**src/rtl/snoop_responder_if.sv**
```systemverilog
// snoop_responder_if: peer message, local line view, memory bus and ack signals of the snoop responder
interface snoop_responder_if #(
  parameter int ADDR_W = 8,
  parameter int WORD_W = 16,
  parameter int IO_W   = 2,
  parameter int ST_W   = 2
);
  logic              havMsgFromCache;
  logic [ADDR_W-1:0] addrFromCache;
  logic              rmFromCache;
  logic              wmFromCache;
  logic              invFromCache;
  logic [ADDR_W-1:0] lineAddr;
  logic [ST_W-1:0]   lineState;
  logic [WORD_W-1:0] lineData;
  logic              memEn;
  logic              allowReadToCache;
  logic [ADDR_W-1:0] allowReadToCacheAddr;
  logic [IO_W-1:0]   rwToMem;
  logic [ADDR_W-1:0] addrToMem;
  logic [WORD_W-1:0] dataToMem;
  logic              stateWe;
  logic [ST_W-1:0]   stateNext;
  logic              busy;
  modport slave (
    input  havMsgFromCache, addrFromCache, rmFromCache, wmFromCache, invFromCache,
    input  lineAddr, lineState, lineData, memEn,
    output allowReadToCache, allowReadToCacheAddr, rwToMem, addrToMem, dataToMem,
    output stateWe, stateNext, busy
  );
  modport master (
    output havMsgFromCache, addrFromCache, rmFromCache, wmFromCache, invFromCache,
    output lineAddr, lineState, lineData, memEn,
    input  allowReadToCache, allowReadToCacheAddr, rwToMem, addrToMem, dataToMem,
    input  stateWe, stateNext, busy
  );
endinterface

```
**src/rtl/snoop_responder.sv**
```systemverilog
// snoop_responder: answers peer rm/wm/inv messages against the local MSI line, writing back M data first
module snoop_responder #(
  parameter int ADDR_W = 8,
  parameter int WORD_W = 16,
  parameter int IO_W   = 2,
  parameter int ST_W   = 2
) (
  input logic clk,
  input logic reset,
  snoop_responder_if.slave bus
);
  typedef enum logic [1:0] {IDLE, CHECK, WB, ACK} state_t;
  localparam logic [IO_W-1:0] IO_IDLE = IO_W'(0);
  localparam logic [IO_W-1:0] IO_WR   = IO_W'(2);
  localparam logic [ST_W-1:0] ST_I    = ST_W'(0);
  localparam logic [ST_W-1:0] ST_S    = ST_W'(1);
  localparam logic [ST_W-1:0] ST_M    = ST_W'(2);
  state_t            r_state;
  logic              r_hav;
  logic              r_rm;
  logic              r_inv;
  logic              r_hit;
  logic              r_busy;
  logic              r_ack;
  logic              r_we;
  logic [ST_W-1:0]   r_next;
  logic [IO_W-1:0]   r_rw;
  logic [ADDR_W-1:0] r_addr;
  logic [ADDR_W-1:0] r_mem_addr;
  logic [WORD_W-1:0] r_mem_data;
  logic              w_rise;
  logic              w_hit;
  assign w_rise = bus.havMsgFromCache & ~r_hav;
  // a message with no flags set never hits, so it is acknowledged as a plain miss
  assign w_hit  = (r_rm | r_inv) && (bus.lineState != ST_I) && (bus.lineAddr == r_addr);
  always_ff @(posedge clk or posedge reset) begin
    if (reset) begin
      r_state    <= IDLE;
      r_hav      <= 1'b0;
      r_rm       <= 1'b0;
      r_inv      <= 1'b0;
      r_hit      <= 1'b0;
      r_busy     <= 1'b0;
      r_ack      <= 1'b0;
      r_we       <= 1'b0;
      r_next     <= ST_I;
      r_rw       <= IO_IDLE;
      r_addr     <= '0;
      r_mem_addr <= '0;
      r_mem_data <= '0;
    end else begin
      r_hav  <= bus.havMsgFromCache;
      r_ack  <= 1'b0;
      r_we   <= 1'b0;
      r_next <= ST_I;
      case (r_state)
        IDLE: begin
          r_busy <= w_rise;
          if (w_rise) begin
            r_addr  <= bus.addrFromCache;
            r_rm    <= bus.rmFromCache;
            r_inv   <= bus.wmFromCache | bus.invFromCache;
            r_state <= CHECK;
          end
        end
        CHECK: begin
          r_hit <= w_hit;
          if (w_hit && bus.lineState == ST_M) begin
            r_rw       <= IO_WR;
            r_mem_addr <= bus.lineAddr;
            r_mem_data <= bus.lineData;
            r_state    <= WB;
          end else r_state <= ACK;
        end
        WB: begin
          if (bus.memEn) begin
            r_rw    <= IO_IDLE;
            r_state <= ACK;
          end
        end
        ACK: begin
          r_ack   <= 1'b1;
          r_we    <= r_hit;
          r_next  <= r_hit ? (r_inv ? ST_I : ST_S) : ST_I;
          r_state <= IDLE;
        end
        default: r_state <= IDLE;
      endcase
    end
  end
  assign bus.allowReadToCache     = r_ack;
  assign bus.allowReadToCacheAddr = r_addr;
  assign bus.rwToMem              = r_rw;
  assign bus.addrToMem            = r_mem_addr;
  assign bus.dataToMem            = r_mem_data;
  assign bus.stateWe              = r_we;
  assign bus.stateNext            = r_next;
  assign bus.busy                 = r_busy;
endmodule

```
**src/flat_wrapper.sv**
```systemverilog
// flat-port wrapper written by rule: the top's interface ports become plain ports
module snoop_responder_flat 
#(
  parameter int ADDR_W = 8,
  parameter int WORD_W = 16,
  parameter int IO_W   = 2,
  parameter int ST_W   = 2
)
  (clk, reset, bus_havMsgFromCache, bus_addrFromCache, bus_rmFromCache, bus_wmFromCache, bus_invFromCache, bus_lineAddr, bus_lineState, bus_lineData, bus_memEn, bus_allowReadToCache, bus_allowReadToCacheAddr, bus_rwToMem, bus_addrToMem, bus_dataToMem, bus_stateWe, bus_stateNext, bus_busy);
  snoop_responder_if #(.ADDR_W(ADDR_W), .WORD_W(WORD_W), .IO_W(IO_W), .ST_W(ST_W)) bus_i ();
  input logic clk;
  input logic reset;
  input wire logic [$bits(bus_i.havMsgFromCache)-1:0] bus_havMsgFromCache;
  input wire logic [$bits(bus_i.addrFromCache)-1:0] bus_addrFromCache;
  input wire logic [$bits(bus_i.rmFromCache)-1:0] bus_rmFromCache;
  input wire logic [$bits(bus_i.wmFromCache)-1:0] bus_wmFromCache;
  input wire logic [$bits(bus_i.invFromCache)-1:0] bus_invFromCache;
  input wire logic [$bits(bus_i.lineAddr)-1:0] bus_lineAddr;
  input wire logic [$bits(bus_i.lineState)-1:0] bus_lineState;
  input wire logic [$bits(bus_i.lineData)-1:0] bus_lineData;
  input wire logic [$bits(bus_i.memEn)-1:0] bus_memEn;
  output wire logic [$bits(bus_i.allowReadToCache)-1:0] bus_allowReadToCache;
  output wire logic [$bits(bus_i.allowReadToCacheAddr)-1:0] bus_allowReadToCacheAddr;
  output wire logic [$bits(bus_i.rwToMem)-1:0] bus_rwToMem;
  output wire logic [$bits(bus_i.addrToMem)-1:0] bus_addrToMem;
  output wire logic [$bits(bus_i.dataToMem)-1:0] bus_dataToMem;
  output wire logic [$bits(bus_i.stateWe)-1:0] bus_stateWe;
  output wire logic [$bits(bus_i.stateNext)-1:0] bus_stateNext;
  output wire logic [$bits(bus_i.busy)-1:0] bus_busy;
  assign bus_i.havMsgFromCache = bus_havMsgFromCache;
  assign bus_i.addrFromCache = bus_addrFromCache;
  assign bus_i.rmFromCache = bus_rmFromCache;
  assign bus_i.wmFromCache = bus_wmFromCache;
  assign bus_i.invFromCache = bus_invFromCache;
  assign bus_i.lineAddr = bus_lineAddr;
  assign bus_i.lineState = bus_lineState;
  assign bus_i.lineData = bus_lineData;
  assign bus_i.memEn = bus_memEn;
  assign bus_allowReadToCache = bus_i.allowReadToCache;
  assign bus_allowReadToCacheAddr = bus_i.allowReadToCacheAddr;
  assign bus_rwToMem = bus_i.rwToMem;
  assign bus_addrToMem = bus_i.addrToMem;
  assign bus_dataToMem = bus_i.dataToMem;
  assign bus_stateWe = bus_i.stateWe;
  assign bus_stateNext = bus_i.stateNext;
  assign bus_busy = bus_i.busy;
  snoop_responder #(.ADDR_W(ADDR_W), .WORD_W(WORD_W), .IO_W(IO_W), .ST_W(ST_W)) u_core (.clk(clk), .reset(reset), .bus(bus_i));
endmodule
```
**config.mk**
```make
export PLATFORM = sky130hd
export DESIGN_NAME = snoop_responder_flat
export DESIGN_NICKNAME = d
export VERILOG_FILES = /design/src/rtl/snoop_responder_if.sv /design/src/rtl/snoop_responder.sv /design/src/flat_wrapper.sv
export SDC_FILE = /design/constraint.sdc
export NUM_CORES = 1
export LEC_CHECK = 0
export CAP_MARGIN = 20
export CORE_UTILIZATION = 35
export DETAILED_ROUTE_END_ITERATION = 10
export PLACE_DENSITY = 0.68
export SLEW_MARGIN = 20
export SYNTH_ARGS = -nofsm -noshare
export SYNTH_HDL_FRONTEND = slang
export SYNTH_SLANG_ARGS = --single-unit
```
**constraint.sdc**
```tcl
create_clock -name clk -period 5.7 [get_ports clk]
set_clock_uncertainty 0.1 [all_clocks]
set_input_delay 0.855 -clock clk [delete_from_list [all_inputs] [get_ports clk]]
set_output_delay 0.855 -clock clk [all_outputs]
set_load 0.01 [all_outputs]
```
# Word level (Yosys, flattened, before mapping)
# Index checks and enable logic that the tools add are counted.
[op_classes] n_eq_ne=8 n_mux=12 n_bitwise=4 reduce_logical=10
[ops] operator="2-to-1 mux 2 bit" n=6
[ops] operator="equality test 8 bit" n=1
[ops] operator="case mux 2 bit (4 select lines)" n=1
[ops] operator="equality test 2 bit, second input constant" n=3
[ops] operator="AND reduction 2 bit" n=3
[ops] operator="2-to-1 mux 1 bit" n=4
[ops] operator="inequality test 2 x 1 -> 1 bit, second input constant" n=2
[ops] operator="case mux 2 bit (2 select lines)" n=1
[ops] operator="nonzero test 2 bit" n=2
[ops] operator="logical AND 1 bit" n=3
[ops] operator="AND reduction 3 bit" n=1
[ops] operator="equality test 2 x 1 -> 1 bit, second input constant" n=1
[ops] operator="zero test 2 bit" n=1
[ops] operator="inequality test 2 bit, second input constant" n=1
[ops] operator="bitwise OR 1 bit" n=2
[ops] operator="AND 1 bit" n=1
[ops] operator="inverter 1 bit" n=1
[word_totals] ff_bits=45 output_inout_bits=39 word_cells=47

# Longest topological paths before layout
[depth] word_depth=6 ltp_mapped=7 ltp_nobuf=6

# Worst setup path after synthesis
# OpenSTA, ideal clock, no wires.
[synth_path] kind="in2reg" from="input bus_lineAddr[2]" to="register u_core.r_mem_addr[0] (netlist: u_core.bus.addrToMem[0])" arrival_ps=2038 t_required_ps=5475 path_slack_ps=3437 path_stages=5 path_buffers=1 path_cell_list="xor2_1 -> nor4_4 -> nand4_4 -> buf_6 -> mux2_4"
[synth_via] elab_chain_cells=4
[synth_lines] item="from (decl)" line="flat_wrapper.sv:18" text="input wire logic [$bits(bus_i.lineAddr)-1:0] bus_lineAddr;"
[synth_lines] item="equality test 8 bit" line="snoop_responder.sv:35" text="assign w_hit = (r_rm | r_inv) && (bus.lineState != ST_I) && (bus.lineAddr == r_addr);"
[synth_lines] item="logical AND 1 bit" line="snoop_responder.sv:35"
[synth_lines] item="logical AND 1 bit" line="snoop_responder.sv:68" text="if (w_hit && bus.lineState == ST_M) begin"
[synth_lines] item="AND reduction 2 bit (no source line)"
[synth_lines] item="to (signal assigned)" line="snoop_responder.sv:70" text="r_mem_addr <= bus.lineAddr;"
[synth_lines] item="to (decl)" line="snoop_responder.sv:29" text="logic [ADDR_W-1:0] r_mem_addr;"
# No other way between the ends.
# A chain may end at the register's enable or synchronous reset.

# Worst setup path in the final report
[layout_path] from="input bus_lineAddr[7]" to="register u_core.r_mem_data[8] (netlist: u_core.bus.dataToMem[8])"
[layout_via] elab_chain_cells=4
[layout_lines] item="equality test 8 bit" line="snoop_responder.sv:35"
[layout_lines] item="logical AND 1 bit" line="snoop_responder.sv:35"
[layout_lines] item="logical AND 1 bit" line="snoop_responder.sv:68"
[layout_lines] item="AND reduction 2 bit (no source line)"
[layout_lines] item="to (signal assigned)" line="snoop_responder.sv:71" text="r_mem_data <= bus.lineData;"
[layout_lines] item="to (decl)" line="snoop_responder.sv:30" text="logic [WORD_W-1:0] r_mem_data;"
# No other way between the ends.

==> flow_metrics.tcl <==
set metrics [dict create \
    outcome "finished clean" \
    cts_inserted_buffers 5 \
    final_cells 280 \
    synth.distinct_cells 26 \
    peakVddDrop_mv 0.149 \
    drt-total-wl_mm 3.88 \
    syn-cell-area_um2 1900 \
    htree_num_levels 2 \
    cp_max_fo 25 \
    ys_seq_elements 43 \
    vias_per_cell 4.52 \
    required_ns 5.78 \
    p_leak_uw 0.00134 \
    regArea_um2 1080 \
    min_period_ns 2.81 \
    wl_per_cell_um 13.9 \
    die_y_um 75.7 \
    tns_ns 0 \
    synthToLayoutAreaGrowth_pct 49.7 \
    cp-start-kind "input pin" \
    tightest_slew_ns 0.616 \
    postSynthCellCount 128 \
    die_w_um 75.7 \
    grt_pass1_vias 1240 \
    ys_warn_count 0 \
    yosysTopAreaCell "dfrtp_1" \
    fmax_ghz 0.355 \
    synth_top_flop_cell "dfrtp_1" \
    cts-root-buf "clkbuf_8" \
    ys_seq_area_share_pct 56.6 \
    hold_path_class "flop to flop" \
    finalSetupViolations 0 \
    clock_latency_ns 0.29 \
    dieArea_um2 5730 \
    place.gp.congestion 0.715 \
    fp.coreArea_um2 5170 \
    cts_setup_buffers 0 \
    start_util_pct 36.8 \
    synth-edff-count 0 \
    drt_iter0_drc 40 \
    relSlewSlack_pct 58.9 \
    place_hpwl_mm 2.91 \
    firstDrtPassIters 4 \
    io_buffers 77 \
    antenna_found_initial 0 \
    fin_nets 254 \
    syn_area_per_cell_um2 14.9 \
    power_density_nw_per_um2 340 \
    std_cell_rows 26 \
    slew_viol_final 0 \
    place_inst 272 \
    critPathKind "input pin to flop" \
    rsz0062_at_grt "no" \
    ant_nets 0 \
    pin_count 80 \
    yosys-top-cells-count "dfrtp_1, mux2_4, mux2_2, xor2_1" \
    grt-ovfl-total 0 \
    endpoint_kind "flop" \
    maxCapViolCount 0 \
    synth_top_area_share_pct 56.6 \
    grt_pass1_wl_mm 6.15 \
    synthMostInstantiatedCell "dfrtp_1" \
    drive_above_1_share_pct 21.4 \
    finalHoldViolCount 0 \
    clk_pin_slew_ns 0.08 \
    clockBufferDepth 2 \
    antenna_cells 0 \
    r2r_slack_ns 3.47 \
    grt.total_usage_pct 15.2 \
    drcViolationCount 0 \
    multiInputGateArea_um2 766 \
    vias 1266 \
    async_reset_ff_share_pct 100 \
    n_fill_cell 449 \
    fin_crit_sh_pct 49.4 \
    cts_tree "built" \
    cts-resized-gates 0 \
    clkSinkCount 43 \
    worstPathArrival_ns 2.89 \
    hold_buffers 0 \
    synth_area_leaders "dfrtp_1, mux2_4, mux2_2" \
    grt_max_degree 44 \
]
-- metal layers --
| layer | routed length [um] | up-vias | track usage, % |
|---|---|---|---|
| met5 | 0 | - | 0 |
| met4 | 70 | 0 | 8.64 |
| met3 | 300 | 4 | 3.97 |
| met2 | 1730 | 52 | 23.4 |
| met1 | 1780 | 613 | 19.4 |
| li1 | - | 597 | - |
-- state kept, by name (all words and copies together), names as in the netlist, 2 cells and up --
signal,flops
u_core.bus.allowReadToCacheAddr,8
u_core.bus.dataToMem,16
u_core.r_state,2
u_core.bus.addrToMem,8
-- worst paths after layout --
kind,start,end,cells after the start
max,bus_lineAddr[7],u_core.bus.dataToMem[8],5
min,u_core.r_inv,u_core.bus.stateNext[0],1
max reg2reg,u_core.bus.allowReadToCacheAddr[2],u_core.bus.dataToMem[8],4
min reg2reg,u_core.r_inv,u_core.bus.stateNext[0],1
max in group asynchronous,reset,u_core.bus.dataToMem[4],3
min in group asynchronous,reset,u_core.bus.dataToMem[15],3
-- placed cells by master (no fill, tap or decap), types with 3 or more instances in the layout --
master and n:
xor2_1 8, nor2b_1 3, clkdlybuf4s50_1 77, mux2_4 19, clkbuf_8 6, mux2_2 14
inv_1 5, ha_1 4, dfrtp_1 43, o21ai_0 6
-- cell type report --
| class | count | area share (%) |
|---|---|---|
| sequential | 43 | 37.8 |
| multi-input combinational | 75 | 26.9 |
| tap | 70 | 3.08 |
| inverter | 6 | 0.791 |
| clock inverter | 2 | 1.23 |
| clock buffer | 6 | 2.90 |
| timing repair buffer | 78 | 27.3 |
-- where the power goes --
| group | internal, uW | leakage, uW | switching, uW |
|---|---|---|---|
| logic | 179 | 0.000710 | 134 |
| clock network | 142 | 0.0000612 | 103 |
| registers | 365 | 0.000568 | 44.1 |
| total | 686 | 0.00134 | 281 |
-- logic make-up after synthesis --
kind of cell	share of synthesized area, %
buf+inv	3.35
other cells	0.197
xor+xnor	3.68
fa+ha+maj	2.63
simple gates	6.58
flops	56.6
mux	23.3
compound gates	3.68
-- critical path, cell delays in order --
cell and delay, ns:
clkdlybuf4s50_1 0.44, xor2_1 0.20, nor4_4 0.36, nand4_4 0.54, mux2_4 0.49
-- stage by stage --
stage                     util (%)  hold WS, ns  instance area, um^2  total power [uW]  worst slack (ns)
after CTS                     55.1        0.368                 2850               983              2.85
after detailed placement      52.8        0.359                 2730               734              2.52
after floorplan                  -        0.325                 1910               581              3.44
after global placement        52.8        0.354                 2730               729              2.59
final                         55.1        0.362                 2850               967              2.89
after global routing          55.1        0.392                 2850              1030              2.74
(Power assumes the default switching activity.)
